$ cat src/rtl/croc_field_if.sv
// Bus between the game top and the croc field: frog position and control in,
// lane positions, directions, level and event pulses out.
interface croc_field_if #(
    parameter int N_LANES = 3
);
    logic                  enable;
    logic [9:0]            frog_x;
    logic [9:0]            frog_y;
    logic                  win;
    logic [10*N_LANES-1:0] croc_y;
    logic [N_LANES-1:0]    croc_dir;
    logic [3:0]            level;
    logic                  tick;
    logic                  die;

    modport master (
        output enable, frog_x, frog_y, win,
        input  croc_y, croc_dir, level, tick, die
    );

    modport slave (
        input  enable, frog_x, frog_y, win,
        output croc_y, croc_dir, level, tick, die
    );
endinterface

$ cat src/rtl/croc_field.sv
// Croc field: N_LANES vertically moving obstacle lanes driven by a tick
// prescaler, with level-scaled speed, bounce/wrap motion, bounding-box
// frog collision and a freeze period after each death.
module croc_field #(
    parameter int N_LANES    = 3,
    parameter int TICK_DIV   = 262144,
    parameter int Y_MIN      = 0,
    parameter int Y_MAX      = 479,
    parameter int CROC_W     = 20,
    parameter int CROC_H     = 40,
    parameter int FROG_W     = 16,
    parameter int FROG_H     = 16,
    parameter int LANE_X0    = 300,
    parameter int LANE_PITCH = 150,
    parameter int INIT_Y0    = 108,
    parameter int INIT_STEP  = 100,
    parameter int BASE_SPEED = 1,
    parameter int MAX_LEVEL  = 7,
    parameter int HOLD_TICKS = 2,
    parameter int WRAP_MODE  = 0
) (
    input  logic        clk,
    input  logic        reset,
    croc_field_if.slave bus
);
    localparam int          PW   = (TICK_DIV > 1) ? $clog2(TICK_DIV) : 1;
    localparam logic [10:0] LIM  = 11'(Y_MAX - CROC_H);
    localparam logic [10:0] YMIN = 11'(Y_MIN);

    typedef enum logic {RUN, HOLD} state_t;

    typedef struct packed {
        logic [9:0] y;
        logic       dir;
    } lane_t;

    state_t        state_q, state_d;
    logic [PW-1:0] presc_q;
    logic [7:0]    hold_q, hold_d;
    logic [3:0]    level_q, level_d;
    logic          die_q, die_d;
    logic          do_reload, do_move;
    logic          tick_w;
    logic          hit_any;
    logic [9:0]    y_q [N_LANES];
    logic [N_LANES-1:0] dir_q;
    lane_t         nxt [N_LANES];

    // Lane speed grows with lane index and level, capped at the 4-bit maximum.
    function automatic logic [3:0] sat_speed(input int lane, input logic [3:0] lvl);
        int s;
        s = BASE_SPEED + lane + int'(lvl);
        return (s > 15) ? 4'd15 : 4'(s);
    endfunction

    // Level counts up on each win and sticks at MAX_LEVEL.
    function automatic logic [3:0] sat_level(input logic [3:0] lvl);
        return (int'(lvl) >= MAX_LEVEL) ? 4'(MAX_LEVEL) : lvl + 4'd1;
    endfunction

    function automatic logic [9:0] init_y(input int lane);
        return 10'(INIT_Y0 + lane * INIT_STEP);
    endfunction

    // One motion step; limit tests are done at 11 bits before truncating.
    function automatic lane_t step_lane(input logic [9:0] y, input logic dir,
                                        input logic [3:0] spd);
        lane_t       r;
        logic [10:0] y11;
        logic [10:0] s11;
        logic [10:0] t;
        y11   = {1'b0, y};
        s11   = {7'd0, spd};
        r.y   = y;
        r.dir = dir;
        if (dir) begin
            t = y11 + s11;
            if (t >= LIM) begin
                r.y   = (WRAP_MODE != 0) ? YMIN[9:0] : LIM[9:0];
                r.dir = (WRAP_MODE != 0);
            end else begin
                r.y = t[9:0];
            end
        end else begin
            if (y11 <= YMIN + s11) begin
                r.y   = (WRAP_MODE != 0) ? LIM[9:0] : YMIN[9:0];
                r.dir = (WRAP_MODE == 0);
            end else begin
                t   = y11 - s11;
                r.y = t[9:0];
            end
        end
        return r;
    endfunction

    // Half-open box overlap: touching edges do not count as a hit.
    function automatic logic hit_lane(input int lane, input logic [9:0] cy,
                                      input logic [9:0] fx, input logic [9:0] fy);
        logic [11:0] cx, cyw, fxw, fyw;
        cx  = 12'(LANE_X0 + lane * LANE_PITCH);
        cyw = {2'b00, cy};
        fxw = {2'b00, fx};
        fyw = {2'b00, fy};
        return (fxw < cx + 12'(CROC_W)) && (cx < fxw + 12'(FROG_W)) &&
               (fyw < cyw + 12'(CROC_H)) && (cyw < fyw + 12'(FROG_H));
    endfunction

    assign tick_w = bus.enable && !reset && (presc_q == PW'(TICK_DIV - 1));

    // Prescaler counts enabled cycles and wraps once per motion tick.
    always_ff @(posedge clk) begin
        if (reset) begin
            presc_q <= '0;
        end else if (bus.enable) begin
            presc_q <= (presc_q == PW'(TICK_DIV - 1)) ? '0 : presc_q + PW'(1);
        end
    end

    // Raw overlap of the frog against every lane box.
    always_comb begin
        hit_any = 1'b0;
        for (int i = 0; i < N_LANES; i++) begin
            hit_any = hit_any | hit_lane(i, y_q[i], bus.frog_x, bus.frog_y);
        end
    end

    // Candidate next position of every lane for a motion tick.
    always_comb begin
        for (int i = 0; i < N_LANES; i++) begin
            nxt[i] = step_lane(y_q[i], dir_q[i], sat_speed(i, level_q));
        end
    end

    // Next state: death beats win, win's reload beats a tick's motion.
    always_comb begin
        state_d   = state_q;
        hold_d    = hold_q;
        level_d   = level_q;
        die_d     = 1'b0;
        do_reload = 1'b0;
        do_move   = 1'b0;
        case (state_q)
            RUN: begin
                if (bus.enable && hit_any) begin
                    state_d = HOLD;
                    hold_d  = 8'(HOLD_TICKS);
                    die_d   = 1'b1;
                end else if (bus.win) begin
                    level_d   = sat_level(level_q);
                    do_reload = 1'b1;
                end else if (tick_w) begin
                    do_move = 1'b1;
                end
            end
            HOLD: begin
                if (tick_w) begin
                    if (hold_q <= 8'd1) begin
                        state_d = RUN;
                        hold_d  = 8'd0;
                    end else begin
                        hold_d = hold_q - 8'd1;
                    end
                end
            end
            default: state_d = RUN;
        endcase
    end

    // Control registers; reset drops any pending die pulse.
    always_ff @(posedge clk) begin
        if (reset) begin
            state_q <= RUN;
            hold_q  <= 8'd0;
            level_q <= 4'd0;
            die_q   <= 1'b0;
        end else begin
            state_q <= state_d;
            hold_q  <= hold_d;
            level_q <= level_d;
            die_q   <= die_d;
        end
    end

    // Lane positions: reload on reset or win, otherwise step on a RUN tick.
    always_ff @(posedge clk) begin
        if (reset || do_reload) begin
            for (int i = 0; i < N_LANES; i++) begin
                y_q[i]   <= init_y(i);
                dir_q[i] <= ((i % 2) == 0);
            end
        end else if (do_move) begin
            for (int i = 0; i < N_LANES; i++) begin
                y_q[i]   <= nxt[i].y;
                dir_q[i] <= nxt[i].dir;
            end
        end
    end

    // Pack lane positions onto the output bus.
    always_comb begin
        bus.croc_y = '0;
        for (int i = 0; i < N_LANES; i++) begin
            bus.croc_y[10*i +: 10] = y_q[i];
        end
    end

    assign bus.croc_dir = dir_q;
    assign bus.level    = level_q;
    assign bus.tick     = tick_w;
    assign bus.die      = die_q;
endmodule
$ cat src/flat_wrapper.sv
// flat-port wrapper written by rule: the top's interface ports become plain ports
module croc_field_flat 
#(
    parameter int N_LANES    = 3,
    parameter int TICK_DIV   = 262144,
    parameter int Y_MIN      = 0,
    parameter int Y_MAX      = 479,
    parameter int CROC_W     = 20,
    parameter int CROC_H     = 40,
    parameter int FROG_W     = 16,
    parameter int FROG_H     = 16,
    parameter int LANE_X0    = 300,
    parameter int LANE_PITCH = 150,
    parameter int INIT_Y0    = 108,
    parameter int INIT_STEP  = 100,
    parameter int BASE_SPEED = 1,
    parameter int MAX_LEVEL  = 7,
    parameter int HOLD_TICKS = 2,
    parameter int WRAP_MODE  = 0
)
  (clk, reset, bus_enable, bus_frog_x, bus_frog_y, bus_win, bus_croc_y, bus_croc_dir, bus_level, bus_tick, bus_die);
  croc_field_if #(.N_LANES(N_LANES)) bus_i ();
  input  logic clk;
  input  logic reset;
  input wire logic [$bits(bus_i.enable)-1:0] bus_enable;
  input wire logic [$bits(bus_i.frog_x)-1:0] bus_frog_x;
  input wire logic [$bits(bus_i.frog_y)-1:0] bus_frog_y;
  input wire logic [$bits(bus_i.win)-1:0] bus_win;
  output wire logic [$bits(bus_i.croc_y)-1:0] bus_croc_y;
  output wire logic [$bits(bus_i.croc_dir)-1:0] bus_croc_dir;
  output wire logic [$bits(bus_i.level)-1:0] bus_level;
  output wire logic [$bits(bus_i.tick)-1:0] bus_tick;
  output wire logic [$bits(bus_i.die)-1:0] bus_die;
  assign bus_i.enable = bus_enable;
  assign bus_i.frog_x = bus_frog_x;
  assign bus_i.frog_y = bus_frog_y;
  assign bus_i.win = bus_win;
  assign bus_croc_y = bus_i.croc_y;
  assign bus_croc_dir = bus_i.croc_dir;
  assign bus_level = bus_i.level;
  assign bus_tick = bus_i.tick;
  assign bus_die = bus_i.die;
  croc_field #(.N_LANES(N_LANES), .TICK_DIV(TICK_DIV), .Y_MIN(Y_MIN), .Y_MAX(Y_MAX), .CROC_W(CROC_W), .CROC_H(CROC_H), .FROG_W(FROG_W), .FROG_H(FROG_H), .LANE_X0(LANE_X0), .LANE_PITCH(LANE_PITCH), .INIT_Y0(INIT_Y0), .INIT_STEP(INIT_STEP), .BASE_SPEED(BASE_SPEED), .MAX_LEVEL(MAX_LEVEL), .HOLD_TICKS(HOLD_TICKS), .WRAP_MODE(WRAP_MODE)) u_core (.clk(clk), .reset(reset), .bus(bus_i));
endmodule
$ cat config.mk
export PLATFORM = sky130hd
export DESIGN_NAME = croc_field_flat
export DESIGN_NICKNAME = d
export VERILOG_FILES = /design/src/rtl/croc_field_if.sv /design/src/rtl/croc_field.sv /design/src/flat_wrapper.sv
export SDC_FILE = /design/constraint.sdc
export NUM_CORES = 1
export LEC_CHECK = 0
export ABC_AREA = 1
export BUFFER_PORTS_ARGS = -buffer_cell sky130_fd_sc_hd__buf_2
export CORE_ASPECT_RATIO = 0.5
export CORE_UTILIZATION = 50
export DETAILED_ROUTE_END_ITERATION = 10
export GPL_TIMING_DRIVEN = 0
export PLACE_DENSITY = 0.68
export SLEW_MARGIN = 20
export SYNTH_ARGS = -nofsm -noshare
export SYNTH_HDL_FRONTEND = slang
export SYNTH_SLANG_ARGS = --single-unit
$ cat constraint.sdc
create_clock -name clk -period 11.05 [get_ports clk]
set_clock_uncertainty 0.1 [all_clocks]
set_input_delay 2.7625 -clock clk [delete_from_list [all_inputs] [get_ports clk]]
set_output_delay 2.7625 -clock clk [all_outputs]
set_load 0.05 [all_outputs]
==> results of run 1 <==
-- placed cells by master (no fill, tap or decap), drive strengths merged, types with 30 or more instances in the layout --
| master | count |
|---|---|
| nand2 | 252 |
| dfxtp | 35 |
| xor2 | 53 |
| buf | 72 |
| inv | 155 |
| edfxtp | 30 |
| nand3 | 78 |
| a21oi | 72 |
| ha | 97 |
| o21ai | 46 |
| nor2 | 144 |
-- through the flow --
step                      util (%)  total power (W)
after floorplan                  -         0.000492
after global placement        56.1         0.000561
after detailed placement      56.1         0.000565
after CTS                     58.3         0.000855
after global routing          58.3         0.000910
final                         58.3         0.000853
-- sequential cells by signal, summed over array words and instances, names as in the netlist --
signal and flops:
u_core.hold_q 8, u_core.y_q 30, u_core.bus.level 4, u_core.state_q 1, u_core.bus.croc_dir 3, u_core.bus.die 1
u_core.presc_q 18
-- kinds of logic after synthesis --
| family | synth area share (%) |
|---|---|
| simple gates | 31.6 |
| buf+inv | 9.36 |
| compound gates | 11.1 |
| fa+ha+maj | 18.6 |
| flops | 22.3 |
| xor+xnor | 7.07 |
-- where the power goes --
group          total [W]  internal, W  switching [W]
registers       0.000276     0.000261      0.0000149
clock network   0.000289     0.000169       0.000120
logic           0.000288    0.0000968       0.000191
total           0.000853     0.000527       0.000326
-- cell type report --
class	count	share of cell area [%]
timing repair buffer	61	3.80
clock inverter	5	0.546
buffer	19	1.22
clock buffer	11	3.16
sequential	65	20.0
multi-input combinational	833	61.2
tap	192	2.99
inverter	153	7.16
-- final timing paths --
path,start,to,slack (ns),depth (start not counted)
worst max-delay path,bus_enable,bus_tick,3.97,12
worst min-delay path,u_core.presc_q[15]$_SDFFE_PP0P_,u_core.presc_q[15]$_SDFFE_PP0P_,0.38,2
worst max register to register,u_core.y_q[0][14]$_SDFFCE_PN1P_,u_core.y_q[0][1]$_SDFFCE_PN0P_,6.77,16
worst min register to register,u_core.presc_q[15]$_SDFFE_PP0P_,u_core.presc_q[15]$_SDFFE_PP0P_,0.38,2
-- critical path, cell delays in order --
cell     delay [ns]
buf_2          0.15
inv_2          0.08
nor2_4         0.15
inv_2          0.06
nor2_4         0.11
nand2_2        0.09
nor2_4         0.14
nand2_2        0.08
nor2_2         0.10
nand2_2        0.09
nor2_4         0.11
buf_2          0.28
-- per-layer routing --
layer / global-route usage, % / part of all wire (%) / vias up
met2: 43.7 / 44 / 160
met4: 6.01 / 0.81 / 0
met5: 0 / 0 / -
met3: 5.25 / 5.3 / 13
li1: - / - / 3638
met1: 36.8 / 50 / 3212
==> results.json, run 1 <==
{
  "status": "finished clean",
  "postCtsHoldBufs": 0,
  "post_dp_cell_area_sq_um": 7730,
  "synth.distinct_cells": 41,
  "hold_class": "flop to flop",
  "power_density_nw_per_um2": 106,
  "routed_via_density": 5.24,
  "endpoint_kind": "output port",
  "core_area_sq_um": 13800,
  "netlist_top_cells_area": "ha_1 17%, nand2_1 13%, edfxtp_1 13%",
  "ys_top_cells_by_count": "247 x nand2_1, 148 x inv_1, 137 x nor2_1, 97 x ha_1, 76 x nand3_1",
  "cts_buffers": 9,
  "die_w_microns": 171,
  "holdWs_ns": 0.380,
  "synth_warnings": 0,
  "place_inst": 1323,
  "finalWirelength_microns": 19300,
  "place_congestion": 0.934,
  "clk_pin_slew_ns": 0.06,
  "dp_slack_ns": 3.97,
  "setup_tns_ns": 0,
  "synthesis.area_per_instance_sq_um": 6.71,
  "area_delta_synth_final_pct": 11.8,
  "grt_pass1_vias": 6453,
  "synth_cells": 1070,
  "critPathMaxFanout": 6,
  "antennaDiodeCount": 0,
  "leakagePower_nw": 3.97,
  "multi_input_area_sq_um": 4910,
  "grt_max_degree": 31,
  "placementRows": 30,
  "regArea_sq_um": 1600,
  "postCtsSetupBuffers": 0,
  "final_max_slew_viol_count": 0,
  "worstSkewPairLatency_ns": 0.34,
  "vias": 7023,
  "io_buffers": 61,
  "nets": 1269,
  "yosysMostFrequentCell": "nand2_1",
  "worstSetupStartpointType": "input port",
  "fill_cells": 1387,
  "fin_area_sq_um": 8030,
  "grt_pass1_wl_microns": 31200,
  "layout-drive-gt1-share_pct": 9.68,
  "worst_pin_slew_ns": 0.778,
  "synth_seq_cells": 65,
  "ys.flop_type": "dfxtp_1",
  "routedWlPerCell_microns": 14.4,
  "fin_cells": 1339,
  "critPathKind": "input port to output port",
  "maxCapViolCount": 0,
  "ys_async_sr_fraction_pct": 0,
  "hold_viol_final": 0,
  "htree_levels": 3,
  "netlist.top_cell.by_area": "ha_1",
  "ios": 63,
  "clockRootBuffer": "clkbuf_16",
  "relSlewSlack_pct": 47.6,
  "die_h_microns": 86.7,
  "finalSetupViolCount": 0,
  "firstDrtPassIters": 6,
  "ys_seq_area_share_pct": 22.3,
  "cts_tree": "done",
  "finalCriticalPeriod_ns": 7.08,
  "mappedNetlistArea_sq_um": 7180,
  "synth-edff-count": 30,
  "cts-resized-gates": 0,
  "die-area_sq_um": 14900,
  "drc": 0,
  "drt_iter0_drc": 440,
  "fmax_ghz": 0.141,
  "synth_fp_nets": 1197,
  "clkSinkCount": 65,
  "min_period_over_period_pct": 64.1,
  "layout_setup_ws_ns": 3.97,
  "initial_utilization_pct": 52.1,
  "crit_arrival_ns": 4.22,
  "gr-usage-all-layers_pct": 26.9,
  "overflow": 0,
  "place_hpwl_microns": 15400,
  "peakVddDrop_mv": 0.0734,
  "clock_path_buffers": 2,
  "rsz0062_at_grt": "false",
  "yosys.area.top_type_share_pct": 16.9,
  "crit_required_ns": 8.19,
  "ant_nets": 0,
  "grt_antenna_before_repair": 0
}
(Power assumes the default switching activity.)
==> run 2, diff against run 1 <==
--- a/config.mk
+++ b/config.mk
@@ -11,7 +11,7 @@
 export CORE_UTILIZATION = 50
 export DETAILED_ROUTE_END_ITERATION = 10
 export GPL_TIMING_DRIVEN = 0
-export PLACE_DENSITY = 0.68
+export PLACE_DENSITY = 0.7
 export SLEW_MARGIN = 20
 export SYNTH_ARGS = -nofsm -noshare
 export SYNTH_HDL_FRONTEND = slang
==> constraint.sdc (replaced) <==
create_clock -name clk -period 5.7 [get_ports clk]
set_clock_uncertainty 0.1 [all_clocks]
set_input_delay 1.425 -clock clk [delete_from_list [all_inputs] [get_ports clk]]
set_output_delay 1.425 -clock clk [all_outputs]
set_load 0.05 [all_outputs]
==> run 2 against run 1 <==
  * Worst setup slack got worse by 3.0 ns
  * Critical path depth increased by 5
  * Wire length down 1.5%
  * Via count rose by 1.0%
  * Largest power group unchanged
==> results.json, run 2 (same netlist as run 1, synthesis figures left out) <==
{
  "clk_pin_slew_ns": 0.06,
  "cts-resized-gates": 0,
  "setup_tns_ns": 0,
  "critPathMaxFanout": 30,
  "worstSetupStartpointType": "input port",
  "cts_tree": "done",
  "place_congestion": 0.897,
  "cts_buffers": 9,
  "gr-usage-all-layers_pct": 26.5,
  "maxCapViolCount": 0,
  "largest_register_ffs": 30,
  "core_area_sq_um": 13800,
  "fmax_ghz": 0.211,
  "endpoint_kind": "flop",
  "grt_antenna_before_repair": 0,
  "status": "finished clean",
  "clkSinkCount": 65,
  "placementRows": 30,
  "routedWlPerCell_microns": 14.2,
  "htree_levels": 3,
  "ant_nets": 0,
  "swShare_pct": 37.0,
  "clockRootBuffer": "clkbuf_16",
  "overflow": 0,
  "p_int_w": 0.00105,
  "power_density_nw_per_um2": 206,
  "clock_path_buffers": 2,
  "rsz0062_at_grt": "false",
  "crit_required_ns": 5.56,
  "grt_pass1_vias": 6414,
  "vias": 7096,
  "top_register": "u_core.y_q",
  "worstSkewPairLatency_ns": 0.34,
  "finalSetupViolCount": 0,
  "seqPwrFrac_pct": 32.2,
  "drt_iter0_drc": 563,
  "critPathKind": "input port to flop",
  "drc": 0,
  "layout_common_cells": "246 x nand2_1, 148 x inv_1, 137 x nor2_1",
  "grt_pass1_wl_microns": 31000,
  "final_common_cell": "nand2_1",
  "fill_cells": 1319,
  "layout-drive-gt1-share_pct": 9.68,
  "finalCriticalPeriod_ns": 4.74,
  "final_max_slew_viol_count": 0,
  "nets": 1269,
  "postCtsSetupBuffers": 0,
  "area_delta_synth_final_pct": 12.0,
  "min_period_over_period_pct": 83.1,
  "firstDrtPassIters": 5,
  "antennaDiodeCount": 0,
  "routed_via_density": 5.30,
  "combPwrFrac_pct": 33.8,
  "die_w_microns": 171,
  "worst_pin_slew_ns": 0.773,
  "peakVddDrop_mv": 0.157,
  "grt_max_degree": 31,
  "crit_arrival_ns": 4.60,
  "place_hpwl_microns": 15100,
  "postCtsHoldBufs": 0,
  "finalWirelength_microns": 19000,
  "p_switching_w": 0.000615,
  "final_util_pct": 58.4,
  "layout_setup_ws_ns": 0.964,
  "initial_utilization_pct": 52.1,
  "hold_class": "flop to flop",
  "clockPowerShare_pct": 33.9,
  "leakagePower_nw": 3.98,
  "relSlewSlack_pct": 47.9,
  "dp_slack_ns": 0.623,
  "die_h_microns": 86.7,
  "hold_viol_final": 0,
  "reg.largest.list": "u_core.y_q x30, u_core.presc_q x18, u_core.hold_q x8",
  "die-area_sq_um": 14900,
  "ios": 63,
  "io_buffers": 61
}
run 2: cell types whose count changed in the layout (fill, tap and decap cells not counted):
cell       before  now
clkinv_4        1    2
clkinv_2        0    1
inv_6           2    1
inv_4           1    0
clkbuf_16      10   11
inv_8           1    0
run 2: area by class of cell:
type                            count  area, sq um  area share (%)
Clock inverter                      4         31.3           0.389
Buffer                             19         97.6            1.21
Sequential cell                    65         1600            19.9
Clock buffer                       12          279            3.47
Multi-Input combinational cell    833         4910            61.1
Timing Repair Buffer               61          305            3.80
Inverter                          153          574            7.14
Tap cell                          192          240            2.99
run 2: final timing paths:
path	cells past startpoint	from	to	slack, ns
max	17	bus_frog_y[4]	u_core.y_q[0][3]$_SDFFCE_PN1P_	0.96
min	2	u_core.presc_q[15]$_SDFFE_PP0P_	u_core.presc_q[15]$_SDFFE_PP0P_	0.39
min reg2reg	2	u_core.presc_q[15]$_SDFFE_PP0P_	u_core.presc_q[15]$_SDFFE_PP0P_	0.39
max reg2reg	16	u_core.y_q[0][14]$_SDFFCE_PN1P_	u_core.y_q[0][3]$_SDFFCE_PN1P_	1.51
run 2: worst max-delay path, cell delays in order:
cell	delay [ns]
buf_2	0.23
ha_1	0.25
nand3_1	0.10
xor2_1	0.21
ha_1	0.30
nand2_1	0.05
inv_1	0.06
nand3_1	0.10
a21oi_1	0.22
nor2_1	0.08
nand3_1	0.09
nand3_1	0.21
nand2_1	0.27
nand3_2	0.18
nand2_1	0.12
inv_1	0.13
nand2_2	0.56
run 2: stage by stage:
stage	hold WS [ns]	area [sq um]	power, W	instances
6_report	0.387	8040	0.00166	1339
3_3_place_gp	0.361	7730	0.00109	1323
2_1_floorplan	0.345	7180	0.000954	1070
3_5_place_dp	0.373	7730	0.00110	1323
4_1_cts	0.383	8040	0.00167	1339
5_1_grt	0.417	8040	0.00177	1339
run 2: per-layer routing:
metal | vias to the layer above | wire length [microns] | part of all wire, % | global-route usage, %
met3 | 17 | 1250 | 6.6 | 4.93
met1 | 3232 | 9060 | 48 | 36.3
met4 | 0 | 162 | 0.85 | 5.52
met2 | 214 | 8530 | 45 | 43.4
li1 | 3633 | - | - | -
met5 | - | 0 | 0 | 0
run 2: power by group through the flow:
stage               sequential (W)  clock (W)  combinational (W)
floorplan                 0.000582          0           0.000372
global placement          0.000544          0           0.000543
detailed placement        0.000544          0           0.000553
CTS                       0.000535   0.000578           0.000557
global route              0.000537   0.000593           0.000641
finish                    0.000535   0.000563           0.000562
